`src/rtl/sram_arb_pkg.sv`:
```
// Shared encodings for the two-channel SRAM arbiter: FSM states,
// channel identifiers and access-direction codes.
package sram_arb_pkg;

    typedef enum logic [1:0] {
        ST_IDLE = 2'd0,
        ST_TURN = 2'd1,
        ST_ACC  = 2'd2
    } state_t;

    localparam logic CH0    = 1'b0;
    localparam logic CH1    = 1'b1;

    localparam logic DIR_RD = 1'b0;
    localparam logic DIR_WR = 1'b1;

endpackage

```
`src/rtl/rr_pick_2.sv`:
```
// Two-way round-robin pick: chooses between two requests after masking
// out excluded channels; on a tie the pointer channel wins.
module rr_pick_2
    import sram_arb_pkg::*;
(
    input  logic       i_req0,
    input  logic       i_req1,
    input  logic       i_ptr,
    input  logic [1:0] i_excl,
    output logic       o_valid,
    output logic       o_win
);

    logic w_elig0;
    logic w_elig1;

    assign w_elig0 = i_req0 & ~i_excl[0];
    assign w_elig1 = i_req1 & ~i_excl[1];

    // Winner: sole eligible requester, or the pointer channel when both are eligible.
    always_comb begin
        o_valid = w_elig0 | w_elig1;
        o_win   = CH0;
        if (w_elig0 && w_elig1) begin
            o_win = i_ptr;
        end else if (w_elig1) begin
            o_win = CH1;
        end
    end

endmodule

```
`src/rtl/sram_arbiter_2ch.sv`:
```
// Two-channel round-robin arbiter/sequencer for a shared single-port SRAM.
// Inserts TURN_CYC idle cycles whenever the access direction changes and
// returns registered read data with a one-cycle valid pulse.
// Optional per-channel grant counters: define SRAM_ARB_STATS_EN.
module sram_arbiter_2ch
    import sram_arb_pkg::*;
#(
    parameter int AW       = 10,
    parameter int DW       = 8,
    parameter int TURN_CYC = 1
) (
    input  logic          clk,
    input  logic          reset_n,
    input  logic          req0,
    input  logic          req1,
    input  logic          we0,
    input  logic          we1,
    input  logic [AW-1:0] addr0,
    input  logic [AW-1:0] addr1,
    input  logic [DW-1:0] wdata0,
    input  logic [DW-1:0] wdata1,
    output logic          gnt0,
    output logic          gnt1,
    output logic          rvalid0,
    output logic          rvalid1,
    output logic [DW-1:0] rdata0,
    output logic [DW-1:0] rdata1,
    output logic          mem_wr_en,
    output logic          mem_rd_en,
    output logic [AW-1:0] mem_addr,
    output logic [DW-1:0] mem_wdata,
    input  logic [DW-1:0] mem_rdata,
`ifdef SRAM_ARB_STATS_EN
    output logic [15:0]   gnt_cnt0,
    output logic [15:0]   gnt_cnt1,
`endif
    output logic          busy
);

    localparam logic [7:0] TURN_INIT = (TURN_CYC > 0) ? 8'(TURN_CYC - 1) : 8'd0;

    state_t        r_state;
    state_t        w_state_nxt;
    logic [7:0]    r_turn_cnt;
    logic [7:0]    w_turn_cnt_nxt;
    logic          r_ptr;
    logic          r_last_dir;
    logic          r_sel;
    logic          r_we;
    logic [AW-1:0] r_addr;
    logic [DW-1:0] r_wdata;
    logic [DW-1:0] r_rdata0;
    logic [DW-1:0] r_rdata1;
    logic          r_rvalid0;
    logic          r_rvalid1;

    logic          w_acc;
    logic [1:0]    w_excl;
    logic          w_pick_valid;
    logic          w_pick_win;
    logic          w_take;
    logic          w_win_we;
    logic          w_cur_dir;

    assign w_acc    = (r_state == ST_ACC);
    // The channel finishing its access sits out the re-arbitration at the end of ACC.
    assign w_excl   = w_acc ? ((r_sel == CH0) ? 2'b01 : 2'b10) : 2'b00;
    assign w_take   = ((r_state == ST_IDLE) || w_acc) && w_pick_valid;
    assign w_win_we = (w_pick_win == CH1) ? we1 : we0;
    // At the end of ACC the direction about to be recorded is the current access.
    assign w_cur_dir = w_acc ? r_we : r_last_dir;

    rr_pick_2 u_pick (
        .i_req0  (req0),
        .i_req1  (req1),
        .i_ptr   (r_ptr),
        .i_excl  (w_excl),
        .o_valid (w_pick_valid),
        .o_win   (w_pick_win)
    );

    // Next-state: select into TURN or ACC, count down turnaround, fall back to IDLE.
    always_comb begin
        w_state_nxt    = r_state;
        w_turn_cnt_nxt = r_turn_cnt;
        case (r_state)
            ST_IDLE, ST_ACC: begin
                if (w_take) begin
                    if ((TURN_CYC > 0) && (w_win_we != w_cur_dir)) begin
                        w_state_nxt    = ST_TURN;
                        w_turn_cnt_nxt = TURN_INIT;
                    end else begin
                        w_state_nxt = ST_ACC;
                    end
                end else begin
                    w_state_nxt = ST_IDLE;
                end
            end
            ST_TURN: begin
                if (r_turn_cnt == 8'd0) begin
                    w_state_nxt = ST_ACC;
                end else begin
                    w_turn_cnt_nxt = r_turn_cnt - 8'd1;
                end
            end
            default: w_state_nxt = ST_IDLE;
        endcase
    end

    // Controller registers: latch the winner, retire the access, capture read data.
    always_ff @(posedge clk) begin
        if (!reset_n) begin
            r_state    <= ST_IDLE;
            r_turn_cnt <= '0;
            r_ptr      <= CH0;
            r_last_dir <= DIR_RD;
            r_sel      <= CH0;
            r_we       <= DIR_RD;
            r_addr     <= '0;
            r_wdata    <= '0;
            r_rdata0   <= '0;
            r_rdata1   <= '0;
            r_rvalid0  <= 1'b0;
            r_rvalid1  <= 1'b0;
        end else begin
            r_state    <= w_state_nxt;
            r_turn_cnt <= w_turn_cnt_nxt;
            r_rvalid0  <= w_acc && (r_we == DIR_RD) && (r_sel == CH0);
            r_rvalid1  <= w_acc && (r_we == DIR_RD) && (r_sel == CH1);
            if (w_acc) begin
                r_last_dir <= r_we;
                r_ptr      <= ~r_sel;
                if (r_we == DIR_RD) begin
                    if (r_sel == CH0) begin
                        r_rdata0 <= mem_rdata;
                    end else begin
                        r_rdata1 <= mem_rdata;
                    end
                end
            end
            if (w_take) begin
                r_sel   <= w_pick_win;
                r_we    <= w_win_we;
                r_addr  <= (w_pick_win == CH1) ? addr1 : addr0;
                r_wdata <= (w_pick_win == CH1) ? wdata1 : wdata0;
            end
        end
    end

    assign gnt0      = w_acc && (r_sel == CH0);
    assign gnt1      = w_acc && (r_sel == CH1);
    assign mem_wr_en = w_acc && (r_we == DIR_WR);
    assign mem_rd_en = w_acc && (r_we == DIR_RD);
    assign mem_addr  = r_addr;
    assign mem_wdata = r_wdata;
    assign rvalid0   = r_rvalid0;
    assign rvalid1   = r_rvalid1;
    assign rdata0    = r_rdata0;
    assign rdata1    = r_rdata1;
    assign busy      = (r_state != ST_IDLE);

`ifdef SRAM_ARB_STATS_EN
    logic [15:0] r_gnt_cnt0;
    logic [15:0] r_gnt_cnt1;

    // Saturating per-channel grant counters.
    always_ff @(posedge clk) begin
        if (!reset_n) begin
            r_gnt_cnt0 <= '0;
            r_gnt_cnt1 <= '0;
        end else begin
            if (gnt0 && (r_gnt_cnt0 != '1)) r_gnt_cnt0 <= r_gnt_cnt0 + 16'd1;
            if (gnt1 && (r_gnt_cnt1 != '1)) r_gnt_cnt1 <= r_gnt_cnt1 + 16'd1;
        end
    end

    assign gnt_cnt0 = r_gnt_cnt0;
    assign gnt_cnt1 = r_gnt_cnt1;
`endif

endmodule

```
`config.mk`:
```
export PLATFORM = sky130hd
export DESIGN_NAME = sram_arbiter_2ch
export DESIGN_NICKNAME = d
export VERILOG_FILES = /design/src/rtl/sram_arb_pkg.sv /design/src/rtl/rr_pick_2.sv /design/src/rtl/sram_arbiter_2ch.sv
export SDC_FILE = /design/constraint.sdc
export NUM_CORES = 1
export LEC_CHECK = 0
export CORE_ASPECT_RATIO = 2
export CORE_MARGIN = 2
export CORE_UTILIZATION = 40
export CTS_BUF_LIST = sky130_fd_sc_hd__clkbuf_8
export DETAILED_ROUTE_END_ITERATION = 16
export DONT_BUFFER_PORTS = 1
export GPL_TIMING_DRIVEN = 0
export PLACE_DENSITY_LB_ADDON = 0.05
export SETUP_SLACK_MARGIN = 0.05
export SLEW_MARGIN = 10
export SYNTH_ARGS = -nofsm -noshare
export SYNTH_HDL_FRONTEND = slang
export SYNTH_SLANG_ARGS = --single-unit
export TNS_END_PERCENT = 100
```
`constraint.sdc`:
```
create_clock -name clk -period 3.62 [get_ports clk]
set_input_delay 0.905 -clock clk [delete_from_list [all_inputs] [get_ports clk]]
set_output_delay 0.905 -clock clk [all_outputs]
set_load 0.02 [all_outputs]
```
==> out/qor.txt <==
share of layout cells above drive strength 1 = 7.843%
Clk network pwr share = 26.4%
crit-path max cell delay = 0.49 ns
Port Buffers = 0
asr flop ratio synth = 0%
final setup violation count = 0
Synth Flop Type = dfxtp_1
clock slew at reported path FFs = 0.09 ns
switching power of the nets = 0.0004792 W
crit-path leading delay family = simple AND/OR/NAND/NOR gates
final worst slack = 1.265 ns
Fillers = 535
final WL = 5.081 mm
syn avg cell area = 8.910 µm²
Finished Layout Cells = 315
Max Clock Freq = 424.6 MHz
fin nets = 306
PwrDens = 596.7 nW/µm²
GPL Wtd Cong = 0.7460
initial antenna violation count = 0
GR Overflow Total = 0
Max clock buf depth = 2
Worst setup EP type = output port
kind of critical path = flip-flop to output port
Pre-antenna DRT Iters = 3
hpwl dp = 3.934 mm
Seq/Total Area, Yosys = 45.48%
Max Cap Viol = 0
critical path arrival = 1.45 ns
Required @ worst endpoint = 2.71 ns
number of synthesized register bits = 50
skew final = 0.008746 ns
Max-slew headroom = 35.47%
area grow syn2layout = 8.243%
routed vias = 1738
crit path launch type = flip-flop
Die Width = 56.45 µm
Post-Synthesis Cells = 247
Initial Util = 40.96%
number of top-level pins = 91
Num CTS Buffers = 5
CTS tree = built
Post-CTS Resized = 0
Clock Latency Late Sink = 0.30 ns
Peak VDD IR = 0.3710 mV
Final Instance Area = 2382 µm²
fin crit share = 65.06%
most frequent cells in the layout = 50 x dfxtp_1, 39 x nand2_1, 30 x nor2_1, 25 x a211oi_1, 20 x mux2i_1
sequential power share = 51.2%
Tmin final = 2.355 ns
hold buffers post-CTS = 0
DP Area = 2276 µm²
Crit path buffers/inverters = 1
Slowest-stage cell, CP = dfxtp_1
Post-synth EDFFs = 0
post-synthesis net count = 299
count of cell types in the netlist = 39
setup bufs post-CTS = 0
crit path max fanout = 9
Hold Fails Final Rpt = 0
root buf cell = clkbuf_8
Setup WS pre-CTS = 1.167 ns
vias per cell = 5.517
Slew @ Worst Pin = 0.9606 ns
CTS sink cnt = 50
sum of negative setup slack = 0 ns
Pint = 0.0009424 W
Sw Ratio = 33.71%
placed insts = 307
unrepaired setup endpoints after global routing = no
largest net degree at the start of global routing = 15
leakage power = 0.9466 nW
min-delay worst type = flip-flop to flip-flop
vias in the first global route = 1708
die footprint = 6147 µm²
Synth warnings = 0
antenna cells = 0
first-pass GRT wire length = 8.349 mm
Tot GR Track Use = 17.40%
final count of pins violating max slew = 0
core area = 5373 µm²
DRT antenna net count = 0
Logic pwr share = 22.4%
FP Rows = 38
die height = 108.9 µm
Routed WL per cell = 16.13 µm
run status = finished, final reports clean
Residual DRC = 0
cell area after synthesis = 2201 µm²
number of DRC markers in iteration 0 = 70
CP Cell Sequence = nand2b_1, buf_6, nor2_1
commonest non-fill, non-tap cell in the layout = dfxtp_1
H-tree Lvls = 2
layout make-up:
type / instances / area [µm²] / share of cell area, %
sequential: 50 / 1001 / 42.02
clock inverter: 3 / 37.54 / 1.576
tap: 60 / 75.07 / 3.151
buffer: 13 / 67.56 / 2.836
clock buffer: 5 / 68.82 / 2.889
multi-input combinational: 178 / 1110 / 46.59
inverter: 6 / 22.52 / 0.9454
cells by family (layout without fill, tap and decap cells):
| kind of cell | Yosys count | in the layout | share of synthesized area (%) |
|---|---|---|---|
| fa+ha+maj | 2 | 2 | 1.137 |
| mux | 20 | 20 | 9.096 |
| compound gates | 56 | 56 | 18.59 |
| buf+inv | 19 | 27 | 4.093 |
| xor+xnor | 6 | 6 | 2.388 |
| flops | 50 | 50 | 45.48 |
| simple gates | 94 | 94 | 19.22 |
metrics by stage:
step	hold WS [ns]	util, %	power, W
after floorplan	0.4509	-	0.0009889
after CTS	0.5019	44.34	0.001447
after global routing	0.5382	44.34	0.001507
final	0.4983	44.34	0.001422
after detailed placement	0.4794	42.36	0.001066
after global placement	0.4719	42.36	0.001062
sequential cells by signal (all words and copies together) (netlist names), 2 cells and up:
signal      flops
mem_addr       10
r_turn_cnt      8
rdata1          8
rdata0          8
mem_wdata       8
r_state         2
cells in the mapped netlist (all sizes together), types with 2 or more instances:
library cell | number | area (µm²)
inv | 6 | 22.52
dfxtp | 50 | 1001
xnor2 | 2 | 17.52
nand3b | 2 | 15.01
nor4 | 2 | 12.51
a21oi | 19 | 95.09
clkbuf | 7 | 26.28
nor2 | 30 | 112.6
xor2 | 4 | 35.03
ha | 2 | 25.02
nor3 | 5 | 25.02
nand2b | 3 | 18.77
nand2 | 39 | 146.4
nand3 | 4 | 20.02
buf | 6 | 41.28
a21o | 2 | 17.52
mux2i | 20 | 200.2
a211oi | 26 | 200.2
power by group through the flow:
stage	sequential [W]	clock (W)	combinational (W)
after detailed placement	0.000741	0	0.000325
final	0.000728	0.000375	0.000319
after global placement	0.000742	0	0.000320
after CTS	0.000729	0.000392	0.000325
after floorplan	0.000725	0	0.000264
after global routing	0.000738	0.000411	0.000358
path summary, 6_finish.rpt:
check | slack (ns) | to | cells after the start | start
max | 1.26 | mem_rd_en | 3 | r_state[1]
min | 0.50 | r_ptr | 2 | r_ptr
max reg2reg | 1.64 | r_turn_cnt[0] | 6 | r_state[1]
min reg2reg | 0.50 | r_ptr | 2 | r_ptr
metal layers:
layer | global-route usage [%] | part of all wire (%)
met2 | 33.14 | 57
met4 | 7.653 | 1.8
met5 | 0 | 0
met1 | 17.46 | 35
met3 | 3.915 | 6.0
worst register-to-register path: stages (launching register included):
cell	delay (ns)
dfxtp_1	0.49
nand2b_1	0.11
buf_6	0.14
a311o_1	0.40
and2_4	0.20
a211oi_2	0.33
mux2i_1	0.23
(Power assumes the default switching activity.)
